$ cat config.mk
export PLATFORM = sky130hd
export DESIGN_NAME = pc_gen
export DESIGN_NICKNAME = d
export VERILOG_FILES = /design/src/rtl/pc_gen.sv
export SDC_FILE = /design/constraint.sdc
export NUM_CORES = 1
export LEC_CHECK = 0
export BUFFER_PORTS_ARGS = -buffer_cell sky130_fd_sc_hd__buf_4
export CAP_MARGIN = 20
export CELL_PAD_IN_SITES_DETAIL_PLACEMENT = 0
export CELL_PAD_IN_SITES_GLOBAL_PLACEMENT = 1
export CORE_ASPECT_RATIO = 0.9
export CORE_MARGIN = 4
export CORE_UTILIZATION = 34
export CTS_CLUSTER_DIAMETER = 120
export CTS_CLUSTER_SIZE = 30
export DETAILED_ROUTE_END_ITERATION = 8
export PLACE_DENSITY = 0.84
export REMOVE_ABC_BUFFERS = 1
export SLEW_MARGIN = 20
export SYNTH_ARGS = -nofsm -noshare
export SYNTH_HDL_FRONTEND = slang
export SYNTH_SLANG_ARGS = --single-unit
export TNS_END_PERCENT = 5
$ cat constraint.sdc
create_clock -name clk -period 2.2 [get_ports clk]
set_clock_uncertainty 0.15 [all_clocks]
set_input_delay 0 -clock clk [delete_from_list [all_inputs] [get_ports clk]]
set_output_delay 0 -clock clk [all_outputs]
set_load 0.005 [all_outputs]
$ cat src/rtl/pc_gen.sv
// Program-counter generator: BOOT/RUN/HALT sequencing, stall hold, branch redirect with flush pulse.
// Optional macro PC_GEN_MISALIGN_CHECK_EN traps odd branch targets into HALT with a sticky error.
module pc_gen #(
  parameter logic [15:0] RESET_PC     = 16'h0000,
  parameter int unsigned PC_INC       = 2,
  parameter int unsigned FLUSH_CYCLES = 2
) (
  input  logic        clk,
  input  logic        reset,
  input  logic        stall,
  input  logic        br_taken,
  input  logic [15:0] br_target,
  input  logic        halt_req,
  input  logic        resume,
  output logic [15:0] i_mem_addr,
  output logic [15:0] pc_plus_inc,
  output logic        fetch_valid,
  output logic        flush_fetch,
  output logic        halted,
  output logic        misalign_err
);

  localparam int unsigned CntW = (FLUSH_CYCLES < 2) ? 1 : $clog2(FLUSH_CYCLES + 1);
  localparam logic [15:0] IncVal = 16'(PC_INC);
  localparam logic [CntW-1:0] FlushLoad = CntW'(FLUSH_CYCLES);

  typedef enum logic [1:0] {
    StBoot = 2'd0,
    StRun  = 2'd1,
    StHalt = 2'd2
  } state_e;

  state_e          state_q, state_d;
  logic [15:0]     pc_q, pc_d;
  logic [CntW-1:0] cnt_q, cnt_d;
  logic            fv_q, fv_d;
  logic            flush_q, flush_d;
  logic            halted_q, halted_d;
  logic            err_q, err_d;
  logic            br_misalign;

`ifdef PC_GEN_MISALIGN_CHECK_EN
  assign br_misalign = br_target[0];
`else
  assign br_misalign = 1'b0;
`endif

  always_comb begin
    state_d  = state_q;
    pc_d     = pc_q;
    cnt_d    = cnt_q;
    halted_d = halted_q;
    err_d    = err_q;
    unique case (state_q)
      StBoot: state_d = StRun;
      StRun: begin
        if (br_taken) begin
          if (br_misalign) begin
            // Trap instead of redirecting; PC keeps the pre-branch address.
            state_d  = StHalt;
            halted_d = 1'b1;
            err_d    = 1'b1;
            cnt_d    = '0;
          end else begin
            pc_d  = {br_target[15:1], 1'b0};
            cnt_d = FlushLoad;
          end
        end else if (halt_req) begin
          state_d  = StHalt;
          halted_d = 1'b1;
          cnt_d    = '0;
        end else if (!stall) begin
          pc_d = pc_q + IncVal;
          if (cnt_q != '0) cnt_d = cnt_q - 1'b1;
        end
      end
      StHalt: begin
        if (resume) begin
          state_d  = StRun;
          halted_d = 1'b0;
          pc_d     = pc_q + IncVal;
        end
      end
      default: state_d = StBoot;
    endcase
    flush_d = (cnt_d != '0);
    fv_d    = (state_d == StRun) && (cnt_d == '0);
  end

  always_ff @(posedge clk) begin
    if (reset) begin
      state_q  <= StBoot;
      pc_q     <= RESET_PC;
      cnt_q    <= '0;
      fv_q     <= 1'b0;
      flush_q  <= 1'b0;
      halted_q <= 1'b0;
      err_q    <= 1'b0;
    end else begin
      state_q  <= state_d;
      pc_q     <= pc_d;
      cnt_q    <= cnt_d;
      fv_q     <= fv_d;
      flush_q  <= flush_d;
      halted_q <= halted_d;
      err_q    <= err_d;
    end
  end

  assign i_mem_addr   = pc_q;
  assign pc_plus_inc  = pc_q + IncVal;
  assign fetch_valid  = fv_q;
  assign flush_fetch  = flush_q;
  assign halted       = halted_q;
  assign misalign_err = err_q;

endmodule

Word-level counts from Yosys, hierarchy flattened
Index checks and enable logic that the tools add are counted.
Widths: inputs -> output; s select.
{ "totals": {"reg_bits": 23, "input_bits": 22, "word_cells": 42, "output_inout_bits": 36} }
{ "op_classes": {"n_eq_ne": 8, "reduce_logical": 8, "n_mux": 18, "n_addsub": 2} }
{ "ops": {"columns": ["op", "count"], "rows": [
  ["$mux 16", 4],
  ["$pmux 16 s2", 1],
  ["$add 16x2->16 const B", 1],
  ["$mux 2", 8],
  ["$reduce_and 4->1", 2],
  ["$ne 2x2->1 const B", 3],
  ["$ne 3x3->1 const B", 2],
  ["$pmux 2 s3", 1],
  ["$reduce_bool 2->1", 3],
  ["$eq 2x1->1 const B", 2],
  ["$logic_not 2->1", 2],
  ["$mux 1", 3],
  ["$eq 2x2->1 const B", 1],
  ["$pmux 1 s2", 1],
  ["$sub 2x1->2 const B", 1],
  ["$logic_and 1x1->1", 1]
]} }

Logic depth before layout (Yosys ltp)
{ "logic_depth": {"word_depth": 8, "ltp_mapped": 6, "mapped_depth_nobuf": 5} }

Least setup slack after synthesis
No wires, ideal clock.
{ "synth_path": {"path_type": "reg-to-reg", "start": "register pc_q[1] (netlist: i_mem_addr[1])", "end": "register pc_q[13] (netlist: i_mem_addr[13])", "stages_incl_launch_ff": 6, "t_required_ps": 1958, "setup_time_ps": 92, "period_less_slack_ps": 1959, "arrival_time_ps": 1717, "slack_ps": 241, "n_path_buf": 0, "path_cell_list": "dfxtp_1 ha_1 nand3_4 or4_4 o31a_1 o32ai_1"} }
{ "synth_between": {"elab_chain_len": 5, "elab_cells_between_ends": 6, "cone_classes": "add/sub (1); mux (5)"} }
{ "synth_lines": {"columns": ["item", "line_no", "source"], "rows": [
  ["start, declared", "34", "logic [15:0] pc_q, pc_d;"],
  ["start signal, assigned", "101", "pc_q <= pc_d;"],
  ["$add 16x2->16 (*)", "73, 81", null],
  ["$mux 16", "72", "end else if (!stall) begin"],
  ["$mux 16", "68", "end else if (halt_req) begin"],
  ["$mux 16", "57", "if (br_taken) begin"],
  ["$pmux 16 s2 (*)", "54", "unique case (state_q)"]
]} }
Every way passes the cells marked *; elsewhere a longest branch is shown, timed or not. The select of a mux whose other input is x is not followed.
A chain may end at the register's enable or synchronous reset.

Final worst setup path
{ "layout_path": {"start": "register state_q[1]", "end": "register pc_q[2] (netlist: i_mem_addr[2])"} }
{ "layout_between": {"elab_chain_len": 3, "elab_cells_between_ends": 8, "cone_classes": "eq/ne (5); mux (1); reduce/logical (2)"} }
{ "layout_lines": {"columns": ["item", "line_no", "source"], "rows": [
  ["start, declared", "33", "state_e state_q, state_d;"],
  ["start signal, assigned", "92", "state_q <= StBoot;"],
  ["start signal, assigned", "100", "state_q <= state_d;"],
  ["$eq 2x1->1 or $eq 2x2->1 (tied branches)", "54", null],
  ["$ne 3x3->1 (no line) (tied with other cells)", null, null],
  ["$reduce_and 4->1 (no line)", null, null]
]} }
Parallel ways exist; a longest one is shown, timed or not.

==> flow_metrics.py <==
metrics = {
    "sta": {
        "fin_crit_sh_pct": 94.6,
        "grt_setup_unrepaired": "true",
        "period_needed_ps": 2080,
        "setup_violations": 0,
        "whs_ps": 19.1,
        "slew_viol_final": 0,
        "hold_violations": 0,
        "max_freq_ghz": 0.481,
        "fin_tns_setup_ps": 0,
    },
    "synthesis": {
        "seq_area_frac_synth_pct": 30.3,
        "syn_inst": 183,
        "synth_edf_count": 0,
        "synth_flop_cell": "dfxtp_1",
        "synth_compound_area_share_pct": 26.9,
        "synth_top_family_by_area": "simple AND/OR/NAND/NOR gates",
        "async_reset_ff_share_pct": 0,
        "avgSynthCellArea_sq_um": 7.94,
        "synthSimpleGateAreaFrac_pct": 28.2,
        "synth_fa_ha_area_share_pct": 0.861,
        "synth_area_sq_mm": 0.00145,
        "yosysWarnings": 0,
        "muxShareOfSynthArea_pct": 0,
        "synth_cell_types": 46,
        "synth_xor_area_share_pct": 6.63,
        "ys_ff_latch": 22,
    },
    "cts": {
        "worstSkewPairLatency_ps": 270,
        "cts_tree": "built",
        "path_clk_slew_ps": 80,
        "cts_sinks": 22,
        "htree_num_levels": 1,
        "numCtsBuffers": 3,
        "cts_buffer_depth": 2,
        "cts_setup_buffers": 0,
        "cts_root_buffer": "clkbuf_8",
    },
    "worst_setup_path": {
        "crit_chain": "nor2b_2, a22o_1, buf_4, nor2_1, a311oi_1, dlygate4sd3_1",
        "cp-end-kind": "register",
        "critPathLaunchType": "register",
        "crit_slowest_cell": "dlygate4sd3_1",
        "cp_data_required_time_ps": 2270,
        "cp_max_fo": 16,
        "cp.arrival_ps": 2150,
        "crit_type": "reg2reg",
        "r2r_cells": 6,
        "cpPeakStageDelay_ps": 570,
    },
    "routing": {
        "drc": 0,
        "drtIter0Drc": 84,
        "drt_wl_total_um": 4340,
        "vias": 1588,
        "drt_first_pass_iters": 4,
        "wire_per_inst_um": 14.5,
        "ant_nets": 0,
        "viasPerCell": 5.31,
    },
    "layout": {
        "area_delta_synth_final_pct": 46.4,
        "n_fill_cell": 422,
        "area.sequential_sq_um": 440,
        "final_nets": 276,
        "drive_gt1_share_pct": 31.5,
        "finish.utilization_pct": 51.9,
        "num_antenna_cells": 0,
        "multi_input_area_sq_um": 933,
        "fin_area_sq_mm": 0.00213,
    },
    "power": {
        "p_per_area_mw_per_mm2": 454,
        "peakVddDrop_uv": 373,
        "power_mw": 0.965,
        "p_leak_nw": 0.913,
    },
    "place": {
        "place_area_sq_mm": 0.00191,
        "dp_hpwl_um": 3010,
        "port_buffers": 53,
        "gp_congestion": 0.817,
    },
    "floorplanning": {
        "initial_core_util_pct": 35.4,
        "fp-row-count": 22,
        "pin_count": 58,
        "core_sq_mm": 0.00410,
        "die-area_sq_mm": 0.00538,
        "chipHeight_um": 70.0,
        "die_w_um": 76.9,
    },
    "grt": {
        "grt-ovfl-total": 0,
        "grt_util_all_layers_pct": 16.7,
        "met1_usage_pct": 22.2,
        "grt_start_max_net_pins": 26,
        "grt_pass1_vias": 1554,
        "busiest_layer": "met2",
        "gr-usage-met2_pct": 27.3,
        "grt_use_met3_pct": 4.25,
        "grt_first_pass_wirelength_um": 7490,
        "antenna_found_initial": 0,
    },
    "run": {
        "drv_cap": 0,
    },
    "min_path": {
        "holdCritPathClass": "in2reg",
        "hold_depth": 4,
    },
    "run_status": {
        "status": "finished clean",
    },
}
## state kept, by name, summed over array words and instances (netlist names)
register	flops
cnt_q	2
halted	1
i_mem_addr	15
state_q	2
fetch_valid	1
flush_fetch	1
## cells in the mapped netlist, types with 3 or more instances
cell      instances  area (sq um)
nand2_1          13          48.8
dfxtp_1          22           440
xor2_1            4          35.0
nor3_1            6          30.0
o21ai_0           8          40.0
xnor2_1           7          61.3
a22oi_1           4          30.0
o21a_1            4          30.0
nand3_1           8          40.0
nor2_1            8          30.0
buf_4             3          22.5
and3_1            5          31.3
nor4b_1           3          26.3
buf_2             3          15.0
inv_1             7          26.3
a21oi_1          16          80.1
a211o_1           3          26.3
nand2b_1          5          31.3
clkbuf_1          7          26.3
or2_2             3          18.8
o32ai_1           4          35.0
nand3b_1          3          22.5
nor3b_1           3          22.5
## layout by cell type (no fill, tap or decap), drive strengths merged, types with 2 or more instances in the layout
| cell type | synthesis | layout |
|---|---|---|
| a211o | 3 | 3 |
| a211oi | 2 | 2 |
| a21boi | 2 | 2 |
| a21oi | 16 | 16 |
| a22oi | 4 | 4 |
| a311oi | 2 | 2 |
| and3 | 6 | 6 |
| buf | 6 | 62 |
| clkbuf | 9 | 3 |
| conb | 1 | 3 |
| dfxtp | 22 | 22 |
| dlygate4sd3 | 0 | 16 |
| inv | 7 | 7 |
| nand2 | 13 | 13 |
| nand2b | 5 | 5 |
| nand3 | 10 | 10 |
| nand3b | 3 | 3 |
| nand4 | 2 | 2 |
| nor2 | 8 | 8 |
| nor2b | 2 | 2 |
| nor3 | 6 | 6 |
| nor3b | 3 | 3 |
| nor4 | 2 | 2 |
| nor4b | 3 | 3 |
| o21a | 4 | 4 |
| o21ai | 8 | 8 |
| o21bai | 2 | 2 |
| o311ai | 2 | 2 |
| o31a | 2 | 2 |
| o32ai | 4 | 4 |
| or2 | 3 | 3 |
| xnor2 | 7 | 7 |
| xor2 | 4 | 4 |
## worst max-delay path: cells and delay by family (launching register included)
kind	cells	cell delay [ps]
AOI/OAI and AO/OA	2	380
and+or+nand+nor	2	300
buffers and inverters	2	780
DFF	1	410
## metal layers
layer / wire length [um] / part of all wire (%)
met3: 332 / 7.7
met5: 0 / 0
met2: 1970 / 46
met4: 25 / 0.58
met1: 2010 / 46
## worst paths after layout
| path | slack (ps) | from | to |
|---|---|---|---|
| setup / recovery | 120 | state_q[1] | i_mem_addr[2] |
| hold / removal | 20 | br_target[4] | i_mem_addr[4] |
| setup reg to reg | 120 | state_q[1] | i_mem_addr[2] |
| hold reg to reg | 350 | halted | halted |
## timing repair
item	4_1_cts	5_1_grt
hold buffers	16	0
resized for setup	0	5
setup endpoints to repair	0	4
hold endpoints to repair	18	0
## stage by stage
| stage | std cells | worst slack [ps] |
|---|---|---|
| finish | 299 | 119 |
| global placement | 280 | 281 |
| detailed placement | 280 | 244 |
| floorplan | 170 | 236 |
| global route | 299 | -3.62 |
| CTS | 299 | 95.0 |
## power breakdown
part	switching [mW]	internal [mW]	leakage (nW)
Clock	0.137	0.123	0.0216
Combinational	0.115	0.146	0.711
Sequential	0.0240	0.421	0.180
Total	0.276	0.689	0.913
## final cells by class
cell class,count,area share (%)
multi-input cells,141,43.9
repair buffers,78,29.4
flip-flops and latches,22,20.7
well taps,48,2.82
clock buffers,3,1.94
inverters,7,1.24
## cells by family (layout without fill, tap and decap cells)
logic type,Yosys count,in the layout
buffers and inverters,22,88
adder cells (fa/ha/maj),1,1
XOR/XNOR,11,11
AO/OA/AOI/OAI,57,57
other,1,3
flip-flops,22,22
AND/OR/NAND/NOR,69,69
Note: power is estimated with default switching activity, not from simulation.
